--- src/rtl/morphle_pkg.sv ---
// Shared dual-rail code constants and per-channel state enumeration
// for the ycfsm match-channel blocks.
package morphle_pkg;

  localparam logic [1:0] DR_NULL    = 2'b00;
  localparam logic [1:0] DR_ZERO    = 2'b01;
  localparam logic [1:0] DR_ONE     = 2'b10;
  localparam logic [1:0] DR_ILLEGAL = 2'b11;

  typedef enum logic [1:0] {
    ST_IDLE = 2'd0,
    ST_HOLD = 2'd1,
    ST_ERR  = 2'd2
  } ch_state_e;

  function automatic logic dr_valid(input logic [1:0] code);
    return (code == DR_ZERO) || (code == DR_ONE);
  endfunction

endpackage

--- src/rtl/ycfsm_sync_cell.sv ---
// Single dual-rail match channel: latches in==match on the first valid pair,
// holds it until in returns to NULL, and traps illegal codes until reset.
module ycfsm_sync_cell
  import morphle_pkg::*;
#(
  parameter int STRICT = 1
) (
  input  logic       clk,
  input  logic       reset,
  input  logic [1:0] in,
  input  logic [1:0] match,
  output logic [1:0] out,
  output logic       err
);

  ch_state_e  state_p0, state_nxt;
  logic       load;
  logic [1:0] res_p0;
  logic [1:0] lat_p0;

  always_comb begin
    state_nxt = state_p0;
    load      = 1'b0;
    unique case (state_p0)
      ST_IDLE: begin
        if (match == DR_ILLEGAL || in == DR_ILLEGAL) begin
          state_nxt = ST_ERR;
        end else if (dr_valid(in) && dr_valid(match)) begin
          state_nxt = ST_HOLD;
          load      = 1'b1;
        end
      end
      ST_HOLD: begin
        if (match == DR_ILLEGAL || in == DR_ILLEGAL) begin
          state_nxt = ST_ERR;
        end else if (in == DR_NULL) begin
          state_nxt = ST_IDLE;
        end else if (in != lat_p0 && STRICT != 0) begin
          state_nxt = ST_ERR;
        end
      end
      ST_ERR:  state_nxt = ST_ERR;
      default: state_nxt = ST_IDLE;
    endcase
  end

  // Stage p0: channel state (reset) and latched result/input (load-enabled only)
  always_ff @(posedge clk) begin
    if (reset) state_p0 <= ST_IDLE;
    else       state_p0 <= state_nxt;
  end

  always_ff @(posedge clk) begin
    if (load) begin
      res_p0 <= (in == match) ? DR_ONE : DR_ZERO;
      lat_p0 <= in;
    end
  end

  // The result register is only meaningful in HOLD; every other state shows NULL.
  assign out = (state_p0 == ST_HOLD) ? res_p0 : DR_NULL;
  assign err = (state_p0 == ST_ERR);

endmodule

--- src/rtl/ycfsm_sync.sv ---
// Array of independent dual-rail match channels with an all-channels-ONE
// indicator and a saturating count of its rising edges.
module ycfsm_sync
  import morphle_pkg::*;
#(
  parameter int CHANNELS = 4,
  parameter int CNT_W    = 8,
  parameter int STRICT   = 1
) (
  input  logic                  clk,
  input  logic                  reset,
  input  logic [2*CHANNELS-1:0] in,
  input  logic [2*CHANNELS-1:0] match,
  output logic [2*CHANNELS-1:0] out,
  output logic [CHANNELS-1:0]   err,
  output logic                  all_match,
  output logic [CNT_W-1:0]      done_count
);

  logic am_p1;

  function automatic logic [CNT_W-1:0] sat_inc(input logic [CNT_W-1:0] v);
    return (&v) ? v : v + CNT_W'(1);
  endfunction

  for (genvar k = 0; k < CHANNELS; k++) begin : g_ch
    ycfsm_sync_cell #(
      .STRICT(STRICT)
    ) u_cell (
      .clk  (clk),
      .reset(reset),
      .in   (in[2*k +: 2]),
      .match(match[2*k +: 2]),
      .out  (out[2*k +: 2]),
      .err  (err[k])
    );
  end

  // Cell outputs are pure functions of their state registers, so this stays
  // free of any input-to-output path; an ERR channel shows NULL and blocks it.
  always_comb begin
    all_match = 1'b1;
    for (int k = 0; k < CHANNELS; k++) begin
      if (out[2*k +: 2] != DR_ONE) all_match = 1'b0;
    end
  end

  // Stage p1: previous all_match for edge detection, saturating counter
  always_ff @(posedge clk) begin
    if (reset) begin
      am_p1      <= 1'b0;
      done_count <= '0;
    end else begin
      am_p1 <= all_match;
      if (all_match && !am_p1) done_count <= sat_inc(done_count);
    end
  end

endmodule

--- config.mk ---
export PLATFORM = sky130hd
export DESIGN_NAME = ycfsm_sync
export DESIGN_NICKNAME = d
export VERILOG_FILES = /design/src/rtl/morphle_pkg.sv /design/src/rtl/ycfsm_sync_cell.sv /design/src/rtl/ycfsm_sync.sv
export SDC_FILE = /design/constraint.sdc
export NUM_CORES = 1
export LEC_CHECK = 0
export CELL_PAD_IN_SITES_DETAIL_PLACEMENT = 0
export CELL_PAD_IN_SITES_GLOBAL_PLACEMENT = 1
export CORE_MARGIN = 2
export CORE_UTILIZATION = 42
export DETAILED_ROUTE_END_ITERATION = 10
export HOLD_SLACK_MARGIN = 0.05
export PLACE_DENSITY = 0.93
export SYNTH_ARGS = -nofsm -noshare
export SYNTH_HDL_FRONTEND = slang
export SYNTH_SLANG_ARGS = --single-unit
--- constraint.sdc ---
create_clock -name clk -period 4.7 [get_ports clk]
set_input_delay 0.94 -clock clk [delete_from_list [all_inputs] [get_ports clk]]
set_output_delay 0.94 -clock clk [all_outputs]
set_load 0.05 [all_outputs]
# --- Word level (Yosys, flattened, before mapping) ---
# Cells that the tools add are included.
totals:
  regBits: 33
  latch_bits: 0
  ramBits: 0
  romBits: 0
  inputBits: 18
  output_inout_bits: 21
  word_cells: 148
  mem_count: 0
op_classes:
  add_sub_neg: 1
  n_mul: 0
  n_div: 0
  order_cmp: 0
  n_eq_ne: 52
  shifts: 0
  mux: 48
  n_bitwise: 1
  n_reduce_logical: 32
ops:
  columns: ["op", "count"]
  rows:
  - ["2-bit two-way mux", 28]
  - ["2-bit equality test, second input constant", 20]
  - ["2-bit by 1-bit equality test with 1-bit output, second input constant", 12]
  - ["2-bit one-hot mux with 3 select lines", 4]
  - ["2-bit logical NOT", 8]
  - ["1-bit two-way mux", 16]
  - ["4-bit by 1-bit inequality test with 1-bit output, second input constant", 4]
  - ["1-bit logical OR", 12]
  - ["3-bit by 1-bit inequality test with 1-bit output, second input constant", 4]
  - ["2-bit AND reduction", 5]
  - ["8-bit by 1-bit adder with 8-bit output, second input constant", 1]
  - ["2-bit equality test", 4]
  - ["2-bit inequality test", 4]
  - ["2-bit inequality test, second input constant", 4]
  - ["8-bit AND reduction", 1]
  - ["1-bit logical AND", 5]
  - ["1-bit logical NOT", 1]
  - ["1-bit NOT", 1]

# --- Logic depth before layout (Yosys ltp) ---
logic_depth:
  ltp_word: 9
  depth_mapped: 7
  mapped_depth_nobuf: 7

# --- Modules after synthesis ---
# From an unflattened synthesis, not the netlist that was laid out.
hier_totals:
  cells_unflattened: 183
  hier_area_um2: 1869.3
modules_own_cells:
  columns: ["module", "instances", "cells_per_inst", "area_each_um2", "seq_area_each_um2"]
  rows:
  - ["ycfsm_sync_cell", 4, 32, 340.3, 160.2]
  - ["ycfsm_sync", 1, 55, 508.0, 180.2]

# --- Least setup slack after synthesis ---
# No wires, ideal clock.
synth_path:
  path_kind: "reg2out"
  start: "register g_ch[3].u_cell.state_p0[1]"
  end: "output port all_match"
  arrival_ns: 1.907
  required_time_ns: 3.760
  slack_ns: 1.853
  path_stages_with_launch: 4
  n_path_buf: 0
  cell_sequence: "dfxtp_1 > and3b_1 > or4_4 > nor2_1"
synth_via:
  elab_chain_cells: 4
synth_rtl:
  columns: ["element", "line_no", "source"]
  rows:
  - ["start, declared", "ycfsm_sync_cell.sv:16", "ch_state_e state_p0, state_nxt;"]
  - ["start signal, assigned", "ycfsm_sync_cell.sv:50", "else state_p0 <= state_nxt;"]
  - ["2-bit by 1-bit equality test with 1-bit output", "ycfsm_sync_cell.sv:61", "assign out = (state_p0 == ST_HOLD) ? res_p0 : DR_NULL;"]
  - ["2-bit two-way mux", "ycfsm_sync_cell.sv:61", null]
  - ["via out[6]", "ycfsm_sync.sv:14", "output logic [2*CHANNELS-1:0] out,"]
  - ["2-bit inequality test", "ycfsm_sync.sv:44", "if (out[2*k +: 2] != DR_ONE) all_match = 1'b0;"]
  - ["1-bit two-way mux", "ycfsm_sync.sv:44", null]
  - ["end, declared", "ycfsm_sync.sv:16", "output logic all_match,"]
# The timed path passes the listed nets, and every way through them passes these cells.

# --- Worst setup path after layout ---
layout_path:
  start: "register g_ch[2].u_cell.state_p0[0]"
  end: "output port all_match"
layout_via:
  elab_chain_cells: 5
layout_rtl:
  columns: ["element", "line_no"]
  rows:
  - ["start, declared", "ycfsm_sync_cell.sv:16"]
  - ["start signal, assigned", "ycfsm_sync_cell.sv:50"]
  - ["2-bit by 1-bit equality test with 1-bit output", "ycfsm_sync_cell.sv:61"]
  - ["2-bit two-way mux", "ycfsm_sync_cell.sv:61"]
  - ["2-bit inequality test", "ycfsm_sync.sv:44"]
  - ["1-bit two-way mux (2 in series)", "ycfsm_sync.sv:44"]
# No other way between the ends.

==> results_dict.tcl <==
set metrics [dict create \
    synthDistinctLibCells 31 \
    synth-simple-area-share 0.2424 \
    peakVddDrop_mv 0.1634 \
    max_freq_mhz 303.0 \
    cp_slowest_stage_delay_ns 0.83 \
    htree_num_levels 2 \
    row_count 23 \
    finalSetupTns_ns 0 \
    grt_overflow 0 \
    synth_top_family_by_area "simple AND/OR/NAND/NOR gates" \
    layout_common_cells "38 x clkdlybuf4s50_1, 17 x xnor2_1, 17 x dfxtp_1" \
    layout_commonest_cell "clkdlybuf4s50_1" \
    final_max_slew_viol_count 0 \
    die_w_um 69.77 \
    hold_depth 1 \
    yosysSeqAreaShare 0.4518 \
    final_nets 245 \
    cts_root_buffer "clkbuf_8" \
    die-area_um2 4868 \
    clock_skew_ns 0.01160 \
    setup_violations 0 \
    place_area_um2 2218 \
    muxShareOfSynthArea 0.01653 \
    critical_path_class "reg -> out" \
    netlist_area_um2 1817 \
    antenna_found_initial 0 \
    hold_violations 0 \
    area_delta_synth_final_pct 27.07 \
    cts.reportedPaths.clkPinSlew_ns 0.07 \
    async_flop_share 0 \
    cp_cell_sequence "nand3b_1 > or4_4 > nor2_1 > clkdlybuf4s50_1" \
    fillers 375 \
    period_share 0.7022 \
    grt_max_degree 18 \
    n_antenna_cell 0 \
    drt_first_pass_iters 4 \
    fin_crit_ns 3.301 \
    status "complete, no violations" \
    cp-start-kind "register" \
    holdPathEnd "g_ch[2].u_cell.state_p0[1]" \
    synth.avg_cell_area_um2 10.32 \
    cts_setup_buffers 0 \
    design_area_um2 2308 \
    cts.hold.buffers_added 0 \
    p_leak_uw 0.0009218 \
    holdCritPathClass "reg -> reg" \
    ys_ff_latch 33 \
    r2r-end "done_count[1]" \
    numCtsBuffers 5 \
    core_um2 4086 \
    rsz0062_at_grt "no" \
    synth-xor-area-share 0.09642 \
    cap_viol_max_count 0 \
    min_from "g_ch[2].u_cell.state_p0[1]" \
    synth-adder-area-share 0.08953 \
    worst_pin_slew_ns 0.7387 \
    postLayoutSetupSlackWorst_ns 1.399 \
    rr_worst_depth 5 \
    layout-drive-gt1-share 0.04651 \
    r2r_start "g_ch[2].u_cell.state_p0[0]" \
    ant_nets 0 \
    layoutNonFillerInstCount 265 \
    ys.flop_type "dfxtp_1" \
    die_h_um 69.77 \
    dp_worst_setup_slack_ns 1.730 \
    power_density_nw_per_um2 280.3 \
    reg2reg_slack_ns 2.89 \
    cts.path.max_buffers 2 \
    placedCellCount 257 \
    max_slew_margin 0.5064 \
    drt_iter0_markers 59 \
    crit_family "simple AND/OR/NAND/NOR gates" \
    place.gp.congestion 0.7843 \
    grt_pass1_wl_um 5865 \
    via_per_inst 5.136 \
    initial_core_util 0.4446 \
    routed_wl_um 3426 \
    grt_pass1_vias 1299 \
    required_ns 3.76 \
    worst-path-buf-inv 1 \
    pin_count 39 \
    dr_total_vias 1361 \
    cp_data_arrival_time_ns 2.36 \
    synth_compound_area_frac 0.05165 \
    critPathMaxFanout 6 \
    critPathCaptureType "output pin" \
    critPathSlowestCell "clkdlybuf4s50_1" \
    yosys_warnings 0 \
    syn-instance-count 176 \
    wire_per_inst_um 12.93 \
    place_hpwl_um 2604 \
    io_buffers 38 \
    clk_latency_ns 0.29 \
    power.total_uw 647.2 \
    synth_edf_count 16 \
    grt_use_total 0.1513 \
    clock_sinks 33 \
    drc 0 \
    synth_fp_nets 207 \
    cts_resized 0 \
    cts_tree "built" \
]
[power breakdown]
group / switching, uW / internal, uW / leakage [uW]
Combinational: 57.4 / 47.9 / 0.000592
Clock: 98.1 / 119 / 0.0000455
Sequential: 8.53 / 316 / 0.000285
[worst max-delay path by stage]
stage                               startpoint                          to  slack [ns]  cells after the start
finish              g_ch[2].u_cell.state_p0[0]                   all_match        1.40                      4
global route        g_ch[2].u_cell.state_p0[0]                   all_match        1.32                      4
CTS                 g_ch[2].u_cell.state_p0[0]                   all_match        1.41                      4
detailed placement                       in[6]  g_ch[3].u_cell.state_p0[0]        1.73                      6
global placement    g_ch[2].u_cell.state_p0[1]                   all_match        1.78                      4
floorplan           g_ch[3].u_cell.state_p0[1]                   all_match        1.85                      3
[final cells by class]
class / count / area (um^2) / share of cell area
Clock buffer: 8 / 90.09 / 0.03902
Inverter: 14 / 52.55 / 0.02276
Multi-Input combinational cell: 122 / 902.1 / 0.3908
Tap cell: 50 / 62.56 / 0.02710
Timing Repair Buffer: 38 / 380.4 / 0.1648
Sequential cell: 33 / 820.8 / 0.3556
[sequential cells by signal, indices dropped and copies added (netlist names)]
name	count
am_p1	1
g_ch.u_cell.state_p0	8
g_ch.u_cell.lat_p0	8
g_ch.u_cell.res_p0	8
done_count	8
[synthesized netlist by cell type (4+ instances only)]
library cell | count | area share
dfxtp_1 | 17 | 0.19
nor2_1 | 14 | 0.029
edfxtp_1 | 16 | 0.26
nand4_1 | 7 | 0.024
nand3_1 | 4 | 0.011
or3_1 | 4 | 0.014
ha_1 | 13 | 0.090
a211oi_1 | 6 | 0.025
a21oi_1 | 6 | 0.017
nand2_1 | 8 | 0.017
inv_1 | 14 | 0.029
xnor2_1 | 17 | 0.082
nor2b_1 | 7 | 0.024
buf_4 | 4 | 0.017
nand3b_1 | 5 | 0.021
and3b_1 | 6 | 0.029
[per-layer routing]
metal / global-route usage / part of all wire
met3: 0.04942 / 0.054
met5: 0 / 0
met1: 0.1846 / 0.44
met4: 0.05769 / 0.018
met2: 0.2476 / 0.49
[through the flow]
| step | hold slack [ns] | util |
|---|---|---|
| final | 0.5053 | 0.5649 |
| after global routing | 0.5428 | 0.5649 |
| after global placement | 0.4777 | 0.5429 |
| after floorplan | 0.4498 | - |
| after CTS | 0.5125 | 0.5649 |
| after detailed placement | 0.5027 | 0.5429 |
[logic make-up (layout without fill, tap and decap cells)]
group                    count (synthesis)  in the layout
AO/OA/AOI/OAI                           14             14
XOR/XNOR                                20             20
adder cells (fa/ha/maj)                 13             13
buffers and inverters                   21             60
flip-flops                              33             33
multiplexers                             3              3
AND/OR/NAND/NOR                         72             72
No activity file was read; power rests on OpenSTA's default activity.
